`src/rtl/divclk_monitor_if.sv`:
```
// Bundle between the clock divider and its receive-side monitor.
// The master drives the divided clock and valid flag; the slave reports status.
interface divclk_monitor_if #(
    parameter int CW = 8,
    parameter int EW = 8
);
    logic          div_clk;
    logic          div_valid;
    logic          locked;
    logic          rise_pulse;
    logic          fall_pulse;
    logic [CW-1:0] half_period;
    logic          err_pulse;
    logic [EW-1:0] err_count;

    modport master (
        output div_clk,
        output div_valid,
        input  locked,
        input  rise_pulse,
        input  fall_pulse,
        input  half_period,
        input  err_pulse,
        input  err_count
    );

    modport slave (
        input  div_clk,
        input  div_valid,
        output locked,
        output rise_pulse,
        output fall_pulse,
        output half_period,
        output err_pulse,
        output err_count
    );
endinterface

```
`src/rtl/divclk_monitor.sv`:
```
// Receive-side checker for a divided clock sampled as data in the clk domain.
// Measures half-periods, locks after LOCK_CNT good ones, flags ratio errors and stalls.
module divclk_monitor #(
    parameter int DIV_HALF = 2,
    parameter int LOCK_CNT = 4,
    parameter int CW       = 8,
    parameter int EW       = 8
) (
    input logic         clk,
    input logic         rst,
    divclk_monitor_if.slave bus
);
    typedef enum logic [1:0] {
        IDLE,
        HUNT,
        TRACK,
        LOCKED
    } state_t;

    localparam int GW = $clog2(LOCK_CNT + 1);
    localparam logic [CW-1:0] HALF  = CW'(DIV_HALF);
    localparam logic [CW-1:0] STALL = CW'(2 * DIV_HALF);
    localparam logic [GW-1:0] GLAST = GW'(LOCK_CNT - 1);

    state_t        state;
    logic          prev;
    logic [CW-1:0] hcnt;
    logic [CW-1:0] hinc;
    logic [GW-1:0] good_cnt;
    logic          edg;
    logic          active;
    logic          pulse_ok;
    logic          good_edge;
    logic          bad_edge;
    logic          stall;
    logic          err_now;

    always_comb begin
        edg       = bus.div_clk != prev;
        hinc      = (hcnt == '1) ? hcnt : hcnt + CW'(1);
        active    = bus.div_valid &&
                    (state == TRACK || state == LOCKED);
        pulse_ok  = bus.div_valid && state != IDLE && edg;
        good_edge = active && edg && hcnt == HALF;
        bad_edge  = active && edg && hcnt != HALF;
        stall     = active && !edg && hcnt == STALL;
        err_now   = bad_edge || stall;
    end

    always_ff @(posedge clk) begin
        if (rst) begin
            state           <= IDLE;
            prev            <= 1'b0;
            hcnt            <= '0;
            good_cnt        <= '0;
            bus.locked      <= 1'b0;
            bus.rise_pulse  <= 1'b0;
            bus.fall_pulse  <= 1'b0;
            bus.half_period <= '0;
            bus.err_pulse   <= 1'b0;
            bus.err_count   <= '0;
        end else begin
            prev           <= bus.div_clk;
            hcnt           <= edg ? CW'(1) : hinc;
            bus.rise_pulse <= pulse_ok && bus.div_clk;
            bus.fall_pulse <= pulse_ok && !bus.div_clk;
            bus.err_pulse  <= err_now;
            if (err_now && bus.err_count != '1)
                bus.err_count <= bus.err_count + EW'(1);
            if (active && edg)
                bus.half_period <= hcnt;

            // Losing valid overrides whatever the current state would do.
            if (!bus.div_valid) begin
                state      <= IDLE;
                bus.locked <= 1'b0;
                good_cnt   <= '0;
            end else begin
                unique case (state)
                    IDLE: state <= HUNT;
                    HUNT: begin
                        if (edg) begin
                            good_cnt <= '0;
                            state    <= TRACK;
                        end
                    end
                    TRACK, LOCKED: begin
                        if (good_edge && state == TRACK) begin
                            good_cnt <= good_cnt + GW'(1);
                            if (good_cnt == GLAST) begin
                                state      <= LOCKED;
                                bus.locked <= 1'b1;
                            end
                        end else if (bad_edge) begin
                            good_cnt   <= '0;
                            bus.locked <= 1'b0;
                            state      <= TRACK;
                        end else if (stall) begin
                            good_cnt   <= '0;
                            bus.locked <= 1'b0;
                            state      <= HUNT;
                        end
                    end
                    default: state <= IDLE;
                endcase
            end
        end
    end
endmodule

```
`src/flat_wrapper.sv`:
```
// flat-port wrapper written by rule: the top's interface ports become plain ports
module divclk_monitor_flat 
#(
    parameter int DIV_HALF = 2,
    parameter int LOCK_CNT = 4,
    parameter int CW       = 8,
    parameter int EW       = 8
)
  (clk, rst, bus_div_clk, bus_div_valid, bus_locked, bus_rise_pulse, bus_fall_pulse, bus_half_period, bus_err_pulse, bus_err_count);
  divclk_monitor_if #(.CW(CW), .EW(EW)) bus_i ();
  input logic clk;
  input logic rst;
  input wire logic [$bits(bus_i.div_clk)-1:0] bus_div_clk;
  input wire logic [$bits(bus_i.div_valid)-1:0] bus_div_valid;
  output wire logic [$bits(bus_i.locked)-1:0] bus_locked;
  output wire logic [$bits(bus_i.rise_pulse)-1:0] bus_rise_pulse;
  output wire logic [$bits(bus_i.fall_pulse)-1:0] bus_fall_pulse;
  output wire logic [$bits(bus_i.half_period)-1:0] bus_half_period;
  output wire logic [$bits(bus_i.err_pulse)-1:0] bus_err_pulse;
  output wire logic [$bits(bus_i.err_count)-1:0] bus_err_count;
  assign bus_i.div_clk = bus_div_clk;
  assign bus_i.div_valid = bus_div_valid;
  assign bus_locked = bus_i.locked;
  assign bus_rise_pulse = bus_i.rise_pulse;
  assign bus_fall_pulse = bus_i.fall_pulse;
  assign bus_half_period = bus_i.half_period;
  assign bus_err_pulse = bus_i.err_pulse;
  assign bus_err_count = bus_i.err_count;
  divclk_monitor #(.DIV_HALF(DIV_HALF), .LOCK_CNT(LOCK_CNT), .CW(CW), .EW(EW)) u_core (.clk(clk), .rst(rst), .bus(bus_i));
endmodule
```
`config.mk`:
```
export PLATFORM = sky130hd
export DESIGN_NAME = divclk_monitor_flat
export DESIGN_NICKNAME = d
export VERILOG_FILES = /design/src/rtl/divclk_monitor_if.sv /design/src/rtl/divclk_monitor.sv /design/src/flat_wrapper.sv
export SDC_FILE = /design/constraint.sdc
export NUM_CORES = 1
export LEC_CHECK = 0
export CORE_UTILIZATION = 30
export DETAILED_ROUTE_END_ITERATION = 7
export HOLD_SLACK_MARGIN = 0.05
export PLACE_DENSITY = 0.54
export SLEW_MARGIN = 0
export SYNTH_ARGS = -nofsm -noshare
export SYNTH_HDL_FRONTEND = slang
export SYNTH_SLANG_ARGS = --single-unit
```
`constraint.sdc`:
```
create_clock -name clk -period 2.65 [get_ports clk]
set_input_delay 0.3975 -clock clk [delete_from_list [all_inputs] [get_ports clk]]
set_output_delay 0.3975 -clock clk [all_outputs]
set_load 0.01 [all_outputs]
```
Word-level counts from Yosys, hierarchy flattened

Index checks and enable logic that the tools add are counted.

Register bits after elaboration: 34
Bits of input ports: 4
Output and inout port bits: 20
Word-level logic and storage cells: 73

Add/sub/neg operators: 3
Equal/unequal tests: 15
Multiplexer cells: 17
Bitwise operators: 1
Reduce and logical (&&, ||, !) cells: 26

Operators with widths:

| cell                                                | count |
|---|---|
| adder 8 x 1 -> 8 bit, second input constant         | 2 |
| logical AND 1 bit                                   | 12 |
| two-way mux 3 bit                                   | 4 |
| two-way mux 2 bit                                   | 5 |
| AND reduction 3 bit                                 | 3 |
| equality test 8 x 2 -> 1 bit, second input constant | 1 |
| equality test 8 x 3 -> 1 bit, second input constant | 1 |
| equality test 8 bit, second input constant          | 1 |
| != test 8 x 2 -> 1 bit, second input constant       | 1 |
| != test 8 bit, second input constant                | 1 |
| two-way mux 1 bit                                   | 6 |
| case mux 2 bit (3 select lines)                     | 1 |
| case mux 3 bit (2 select lines)                     | 1 |
| OR reduction 2 bit                                  | 3 |
| equality test 2 bit, second input constant          | 2 |
| != test 2 x 1 -> 1 bit, second input constant       | 2 |
| != test 4 x 1 -> 1 bit, second input constant       | 1 |
| nonzero test 2 bit                                  | 2 |
| adder 3 x 1 -> 3 bit, second input constant         | 1 |
| equality test 3 x 2 -> 1 bit, second input constant | 1 |
| != test 3 bit, second input constant                | 1 |
| nonzero test 3 bit                                  | 1 |
| equality test 2 x 1 -> 1 bit, second input constant | 1 |
| zero test 1 bit                                     | 2 |
| other kinds (5)                                     | 6 |

Longest topological paths before layout

Gate-level depths: netlist (run 1).

Depth in word-level cells: 9
Gate-level depth with buffers: 8
Gate-level depth less buffers: 7

Least setup slack after synthesis (run 1)

No wires, ideal clock.

Path kind: reg-to-reg
Start point: reg u_core.hcnt[0]
End point: reg u_core.bus.err_count[5]
Setup time: 70 ps
Data arrival time: 1648 ps
Required time: 2580 ps
Setup slack: 931 ps
Stages on the path, launching flop included: 8
Buffers on the path: 0
Clock period less this slack: 1719 ps
Path through: dfxtp_1 -> inv_1 -> ha_1 -> and4_1 -> nand4_1 -> a21boi_2 -> or4_1 -> a21oi_1

Cells in the longest elaborated chain, start to end: 4
Elaborated cells between the ends (all ways): 6
Classes of those cells: eq/ne (2); reduce/logical (4)

Ends and longest elaborated chain:

| item                                                                          | line                                       | RTL |
|---|---|---|
| start: declaration                                                            | divclk_monitor.sv:27                       | `logic [CW-1:0] hcnt;` |
| start signal: assignment                                                      | divclk_monitor.sv:64                       | `hcnt <= edg ? CW'(1) : hinc;` |
| != test 8 x 2 -> 1 bit / equality test 8 x 3 -> 1 bit (equally long branches) | divclk_monitor.sv:45, divclk_monitor.sv:46 |  |
| logical AND 1 bit, on equally long branches                                   | divclk_monitor.sv:45, divclk_monitor.sv:46 |  |
| logical OR 1 bit (*)                                                          | divclk_monitor.sv:47                       | `err_now = bad_edge \|\| stall;` |
| logical AND 1 bit (*)                                                         | divclk_monitor.sv:68                       | `if (err_now && bus.err_count != '1)` |
| end signal: assignment                                                        | divclk_monitor.sv:69                       | `bus.err_count <= bus.err_count + EW'(1);` |
| end: declaration                                                              | divclk_monitor_if.sv:35                    | `output err_count` |

Mark *: on every way between the ends. The rest lies on a longest branch, timed or not.
A chain may end at the register's enable or synchronous reset.

Worst setup path in the final report (run 1)

Start point: in bus_div_clk
End point: reg u_core.bus.err_count[5]

Cells in the longest elaborated chain, start to end: 6
Elaborated cells between the ends (all ways): 8
Classes of those cells: eq/ne (1); reduce/logical (7)

Ends and longest elaborated chain:

| item                            | line                 | RTL |
|---|---|---|
| start: declaration              | flat_wrapper.sv:13   | `input wire logic [$bits(bus_i.div_clk)-1:0] bus_div_clk;` |
| != test 1 bit (*)               | divclk_monitor.sv:39 | `edg = bus.div_clk != prev;` |
| zero test 1 bit                 | divclk_monitor.sv:46 | `stall = active && !edg && hcnt == STALL;` |
| logical AND 1 bit (2 in series) | divclk_monitor.sv:46 |  |
| logical OR 1 bit (*)            | divclk_monitor.sv:47 |  |
| logical AND 1 bit (*)           | divclk_monitor.sv:68 |  |

Marked as above.

==> impl_metrics.json, run 1 <==
{
  "path_cells": "clkdlybuf4s50_1 -> xnor2_1 -> nand4_1 -> a21boi_2 -> or4_1 -> a21oi_1",
  "io_pins": 24,
  "synth_compound_area_share_pct": 13.6,
  "r2r-end": "u_core.bus.err_count[5]$_SDFFE_PP0P_",
  "p_leak_nw": 0.658,
  "diodes": 0,
  "syn2layout_area_growth_pct": 29.2,
  "synth_top_area_cell": "dfxtp_1",
  "grtUsageMet3_pct": 5.11,
  "cts_hold_buf": 0,
  "timing.slew.headroom_pct": 67.6,
  "min_path_type": "register to register",
  "core_mm2": 0.00479,
  "synth_cell_types": 35,
  "layout.nets": 219,
  "crit_path_top_delay_cell": "or4_1",
  "antenna_found_initial": 0,
  "status": "complete, no violations",
  "clk_pin_slew_worst_paths_ns": 0.07,
  "preCtsSetupSlack_ns": 0.304,
  "synthesis.area_mm2": 0.00152,
  "dpl_cell_area_mm2": 0.00182,
  "start_util_pct": 31.7,
  "via_per_inst": 4.70,
  "drc": 0,
  "ys.flop_type": "dfxtp_1",
  "synth_seq_cells": 34,
  "dr.pass1.iters": 4,
  "grt_use_total_pct": 13.2,
  "io_buffers": 23,
  "cp.arrival_ns": 2.28,
  "rsz0062_at_grt": "no",
  "crit_type": "input port to register",
  "syn_avg_cell_area_um2": 8.34,
  "crit_end": "u_core.bus.err_count[5]$_SDFFE_PP0P_",
  "gr-usage-met1_pct": 19.2,
  "htree_num_levels": 2,
  "drt_iter0_drc": 72,
  "top_usage_layer": "met1",
  "post_cts_buffers": 0,
  "overflow": 0,
  "utilization_pct": 41.0,
  "start_kind": "input port",
  "dieArea_mm2": 0.00535,
  "end_kind": "register",
  "vias": 1302,
  "finalHoldViolations": 0,
  "drv_cap": 0,
  "synthTopCellsByArea": "dfxtp_1, nand2_1, a21oi_1",
  "grt_pass1_vias": 1134,
  "finalSetupViolations": 0,
  "ant_nets": 0,
  "path_max_fanout": 13,
  "finalCriticalPeriod_ns": 2.05,
  "synth-simple-area-share_pct": 28.9,
  "ys_seq_area_share_pct": 44.8,
  "worstMarginPinSlew_ns": 0.484,
  "grt_pass1_wl_um": 5330,
  "finalCritPeriodShare_pct": 77.3,
  "ys_warn_count": 0,
  "tns_ns": 0,
  "cts_tree": "built",
  "finish.instance_area_mm2": 0.00196,
  "synth_top_area_share_pct": 44.8,
  "vdd_drop_max_mv": 0.290,
  "worstSkewPairLatency_ns": 0.29,
  "layout_commonest_cell": "dfxtp_1",
  "cts_buffers": 5,
  "synth_fp_nets": 192,
  "skew_ns": 0.00483,
  "synthAdderAreaFrac_pct": 4.95,
  "synth.area.mux_share_pct": 2.06,
  "use_met2_pct": 17.2,
  "cts-root-buf": "clkbuf_8",
  "r2r_start": "u_core.hcnt[0]$_SDFFE_PP0P_",
  "synth_cells": 182,
  "p_per_area_mw_per_mm2": 584,
  "grt_max_degree": 24,
  "synth_top_family_by_area": "simple AND/OR/NAND/NOR gates",
  "cts_resized": 0,
  "fp-row-count": 25,
  "cts_sinks": 34,
  "place_congestion": 0.768,
  "die_w_um": 73.1,
  "layout-drive-gt1-share_pct": 6.67,
  "setup_ws_ns": 0.600,
  "dieHeight_um": 73.1,
  "wl_per_cell_um": 11.4,
  "layout_common_cells": "dfxtp_1, nand2_1, clkdlybuf4s50_1, a21oi_1, nor2_1",
  "ff2ff_setup_slack_ns": 0.70,
  "slew_violations": 0,
  "ys_async_sr_fraction_pct": 0,
  "place_hpwl_um": 2230,
  "critPathMaxStageDelay_ns": 0.52,
  "max_clock_freq_ghz": 0.488,
  "rr_worst_depth": 7,
  "clockBufferDepth": 2,
  "cp.required_ns": 2.88,
  "synth_edf_count": 0,
  "synth_xor_area_share_pct": 2.31,
  "wl_um": 3170,
  "startpoint": "bus_div_clk"
}
## routing by layer
| layer | share of wire [%] | routed length, um | up-vias |
|---|---|---|---|
| li1 | - | - | 690 |
| met1 | 56 | 1760 | 582 |
| met2 | 39 | 1230 | 25 |
| met3 | 4.1 | 129 | 5 |
| met4 | 1.6 | 51 | 0 |
| met5 | 0 | 0 | - |
## worst max-delay path: cells and delay by family
kind,cells,cell delay (ns)
and+or+nand+nor,2,0.71
xor gates and xnor gates,1,0.27
AOI/OAI and AO/OA,2,0.41
buffers and inverters,1,0.49
## cells in the mapped netlist (all sizes together), types with 3 or more instances
| library cell | instances |
|---|---|
| dfxtp | 34 |
| nand2b | 6 |
| and3 | 3 |
| or3 | 6 |
| nand4 | 3 |
| a21oi | 18 |
| nand3 | 10 |
| clkbuf | 4 |
| nor2 | 15 |
| nor3 | 9 |
| inv | 5 |
| o21ai | 10 |
| ha | 6 |
| nand2 | 26 |
## logic make-up after synthesis
kind of cell / Yosys count
and+or+nand+nor: 88
AOI/OAI and AO/OA: 36
DFF: 34
buffers and inverters: 11
adders and majority gates: 6
xor gates and xnor gates: 4
muxes: 3
## registers in the layout, indices dropped and copies added (netlist names)
signal	cells
u_core.bus.half_period	8
u_core.bus.err_pulse	1
u_core.prev	1
u_core.hcnt	8
u_core.bus.fall_pulse	1
u_core.state	2
u_core.bus.rise_pulse	1
u_core.bus.err_count	8
u_core.bus.locked	1
u_core.good_cnt	3
## worst min path at each step
stage,start,end,cells past startpoint,slack (ns)
6_report,u_core.bus.half_period[0]$_SDFFE_PP0P_,u_core.bus.half_period[0]$_SDFFE_PP0P_,2,0.45
5_1_grt,u_core.bus.half_period[0]$_SDFFE_PP0P_,u_core.bus.half_period[0]$_SDFFE_PP0P_,2,0.47
4_1_cts,u_core.bus.half_period[0]$_SDFFE_PP0P_,u_core.bus.half_period[0]$_SDFFE_PP0P_,2,0.46
3_5_place_dp,u_core.bus.half_period[0]$_SDFFE_PP0P_,u_core.bus.half_period[0]$_SDFFE_PP0P_,2,0.45
3_3_place_gp,u_core.bus.half_period[0]$_SDFFE_PP0P_,u_core.bus.half_period[0]$_SDFFE_PP0P_,2,0.44
2_1_floorplan,u_core.good_cnt[2]$_SDFFE_PP0P_,u_core.good_cnt[2]$_SDFFE_PP0P_,1,0.43
## final cells by class
cell class / instances / area [um^2]
clock inverters: 3 / 68.8
flip-flops and latches: 34 / 681
clock buffers: 5 / 68.8
fillers: 492 / 2830
inverters: 5 / 18.8
repair buffers: 26 / 253
multi-input cells: 137 / 787
well taps: 67 / 83.8
## metrics by stage
stage,hold slack (ns),cells,power [W]
2_1_floorplan,0.432,182,0.000563
4_1_cts,0.460,277,0.00116
3_5_place_dp,0.450,269,0.000580
3_3_place_gp,0.445,269,0.000581
6_report,0.454,277,0.00114
5_1_grt,0.470,277,0.00119
## report_power, final
part | internal [W] | switching (W)
registers | 0.000516 | 0.00000788
clock network | 0.000377 | 0.000200
logic | 0.0000188 | 0.0000256
total | 0.000912 | 0.000233
(Power assumes the default switching activity.)
==> run 2, diff against run 1 <==
clock period = 1.95 ns   (was 2.65 ns; I/O delays follow)
==> run 2 against run 1 <==
Against the previous run: combinational power up 77%; flip-flop and latch count unchanged; design area up 2.9%; wire length up 1.5%; via count up 2.4%; clock power down 13%; clock-buffer cell count up 1; first-iteration DRC count down 25%; highest routed layer unchanged.
==> impl_metrics.json, run 2 (synthesis results as in run 1) <==
{
  "status": "complete, no violations",
  "skew_ns": 0.00380,
  "place_hpwl_um": 2390,
  "io_pins": 24,
  "worstSkewPairLatency_ns": 0.27,
  "cts_resized": 0,
  "clockBufferDepth": 2,
  "cp.required_ns": 2.16,
  "layout-drive-gt1-share_pct": 12.7,
  "grtUsageMet3_pct": 2.76,
  "dr.pass1.iters": 4,
  "drt_iter0_drc": 54,
  "wl_um": 3210,
  "cts_buffers": 5,
  "end_kind": "register",
  "max_clock_freq_ghz": 0.540,
  "grt_use_total_pct": 13.0,
  "wl_per_cell_um": 11.2,
  "slew_violations": 0,
  "crit_type": "input port to register",
  "hold_ws_ns": 0.454,
  "finalHoldViolations": 0,
  "cts_hold_buf": 0,
  "via_per_inst": 4.63,
  "cts_tree": "built",
  "cts_sinks": 34,
  "gr-usage-met1_pct": 18.3,
  "cts-root-buf": "clkbuf_8",
  "layout.nets": 232,
  "power.share.clock_pct": 38.9,
  "crit_path_top_delay_cell": "clkdlybuf4s50_1",
  "grt_pass1_wl_um": 5390,
  "p_switching_w": 0.000280,
  "worst-path-buf-inv": 1,
  "die_w_um": 73.1,
  "start_util_pct": 31.7,
  "p_per_area_mw_per_mm2": 641,
  "finalSetupViolations": 0,
  "rsz0062_at_grt": "no",
  "seqPwrFrac_pct": 55.1,
  "core_mm2": 0.00479,
  "reg_top3": "u_core.bus.err_count (8), u_core.bus.half_period (8), u_core.hcnt (8)",
  "timing.slew.headroom_pct": 79.1,
  "layout_commonest_cell": "dfxtp_1",
  "layout_common_cells": "dfxtp_1, nand2_1, clkdlybuf4s50_1, a21oi_1, buf_4",
  "grt_pass1_vias": 1209,
  "path_cells": "clkdlybuf4s50_1 -> xor2_1 -> and3_1 -> a21boi_2 -> or4_1 -> a21oi_1",
  "utilization_pct": 42.2,
  "fp-row-count": 25,
  "htree_num_levels": 2,
  "vdd_drop_max_mv": 0.302,
  "io_buffers": 23,
  "start_kind": "input port",
  "diodes": 0,
  "pwr-share-comb_pct": 6.1,
  "intPower_w": 0.00101,
  "overflow": 0,
  "finalCriticalPeriod_ns": 1.85,
  "drc": 0,
  "use_met2_pct": 19.1,
  "place_congestion": 0.744,
  "path_max_fanout": 5,
  "p_leak_nw": 0.703,
  "ant_nets": 0,
  "clk_pin_slew_worst_paths_ns": 0.07,
  "top_usage_layer": "met2",
  "cp.arrival_ns": 2.06,
  "syn2layout_area_growth_pct": 33.0,
  "critPathMaxStageDelay_ns": 0.58,
  "grt_max_degree": 23,
  "dieHeight_um": 73.1,
  "post_cts_buffers": 0,
  "antenna_found_initial": 0,
  "drv_cap": 0,
  "path_delay_family": "simple AND/OR/NAND/NOR gates",
  "min_path_type": "register to register",
  "worstMarginPinSlew_ns": 0.310,
  "dieArea_mm2": 0.00535,
  "vias": 1333,
  "switching_share_pct": 21.6,
  "finalCritPeriodShare_pct": 95.0,
  "placedCellCount": 282,
  "fin_cells": 288
}
## run 2: area by class of cell
cell class	count	area [um^2]
fillers	508	2770
multi-input cells	137	801
flip-flops and latches	34	682
repair buffers	39	350
well taps	67	83.8
clock buffers	6	82.6
inverters	5	18.8
## run 2: metal layers
| layer | share of wire, % | wire length [um] |
|---|---|---|
| met3 | 2.8 | 89 |
| met1 | 54 | 1720 |
| met2 | 42 | 1360 |
| met5 | 0 | 0 |
| met4 | 1.1 | 35 |
## run 2: tightest hold or removal path, stage by stage, from the launching register on
cell     delay [ns]
dfxtp_1        0.31
nand2_1        0.05
a21oi_1        0.05
## run 2: path summary, 6_finish.rpt
kind	start	end	slack, ns	cells after the start
setup / recovery	bus_div_clk	u_core.bus.err_count[5]$_SDFFE_PP0P_	0.1	6
hold / removal	u_core.bus.half_period[4]$_SDFFE_PP0P_	u_core.bus.half_period[4]$_SDFFE_PP0P_	0.45	2
setup reg to reg	u_core.hcnt[1]$_SDFFE_PP0P_	u_core.bus.err_count[5]$_SDFFE_PP0P_	0.20	7
hold reg to reg	u_core.bus.half_period[4]$_SDFFE_PP0P_	u_core.bus.half_period[4]$_SDFFE_PP0P_	0.45	2
## run 2: through the flow
| step | area, um^2 | setup TNS, ns | setup WS, ns | power, W |
|---|---|---|---|---|
| after floorplan | 1520 | 0 | 0.231 | 0.000765 |
| after global placement | 1920 | -1.26 | -0.161 | 0.000805 |
| after detailed placement | 1920 | -1.22 | -0.176 | 0.000805 |
| after CTS | 2000 | 0 | 0.0897 | 0.00131 |
| after global routing | 2020 | 0 | 0.000897 | 0.00135 |
| final | 2020 | 0 | 0.0972 | 0.00129 |
## run 2: power by group through the flow
stage / Clock [W] / Combinational (W) / Sequential [W]
after global placement: 0 / 0.0000779 / 0.000727
after floorplan: 0 / 0.0000388 / 0.000726
final: 0.000503 / 0.0000786 / 0.000713
after detailed placement: 0 / 0.0000778 / 0.000727
after global routing: 0.000546 / 0.0000883 / 0.000713
after CTS: 0.000523 / 0.0000779 / 0.000711
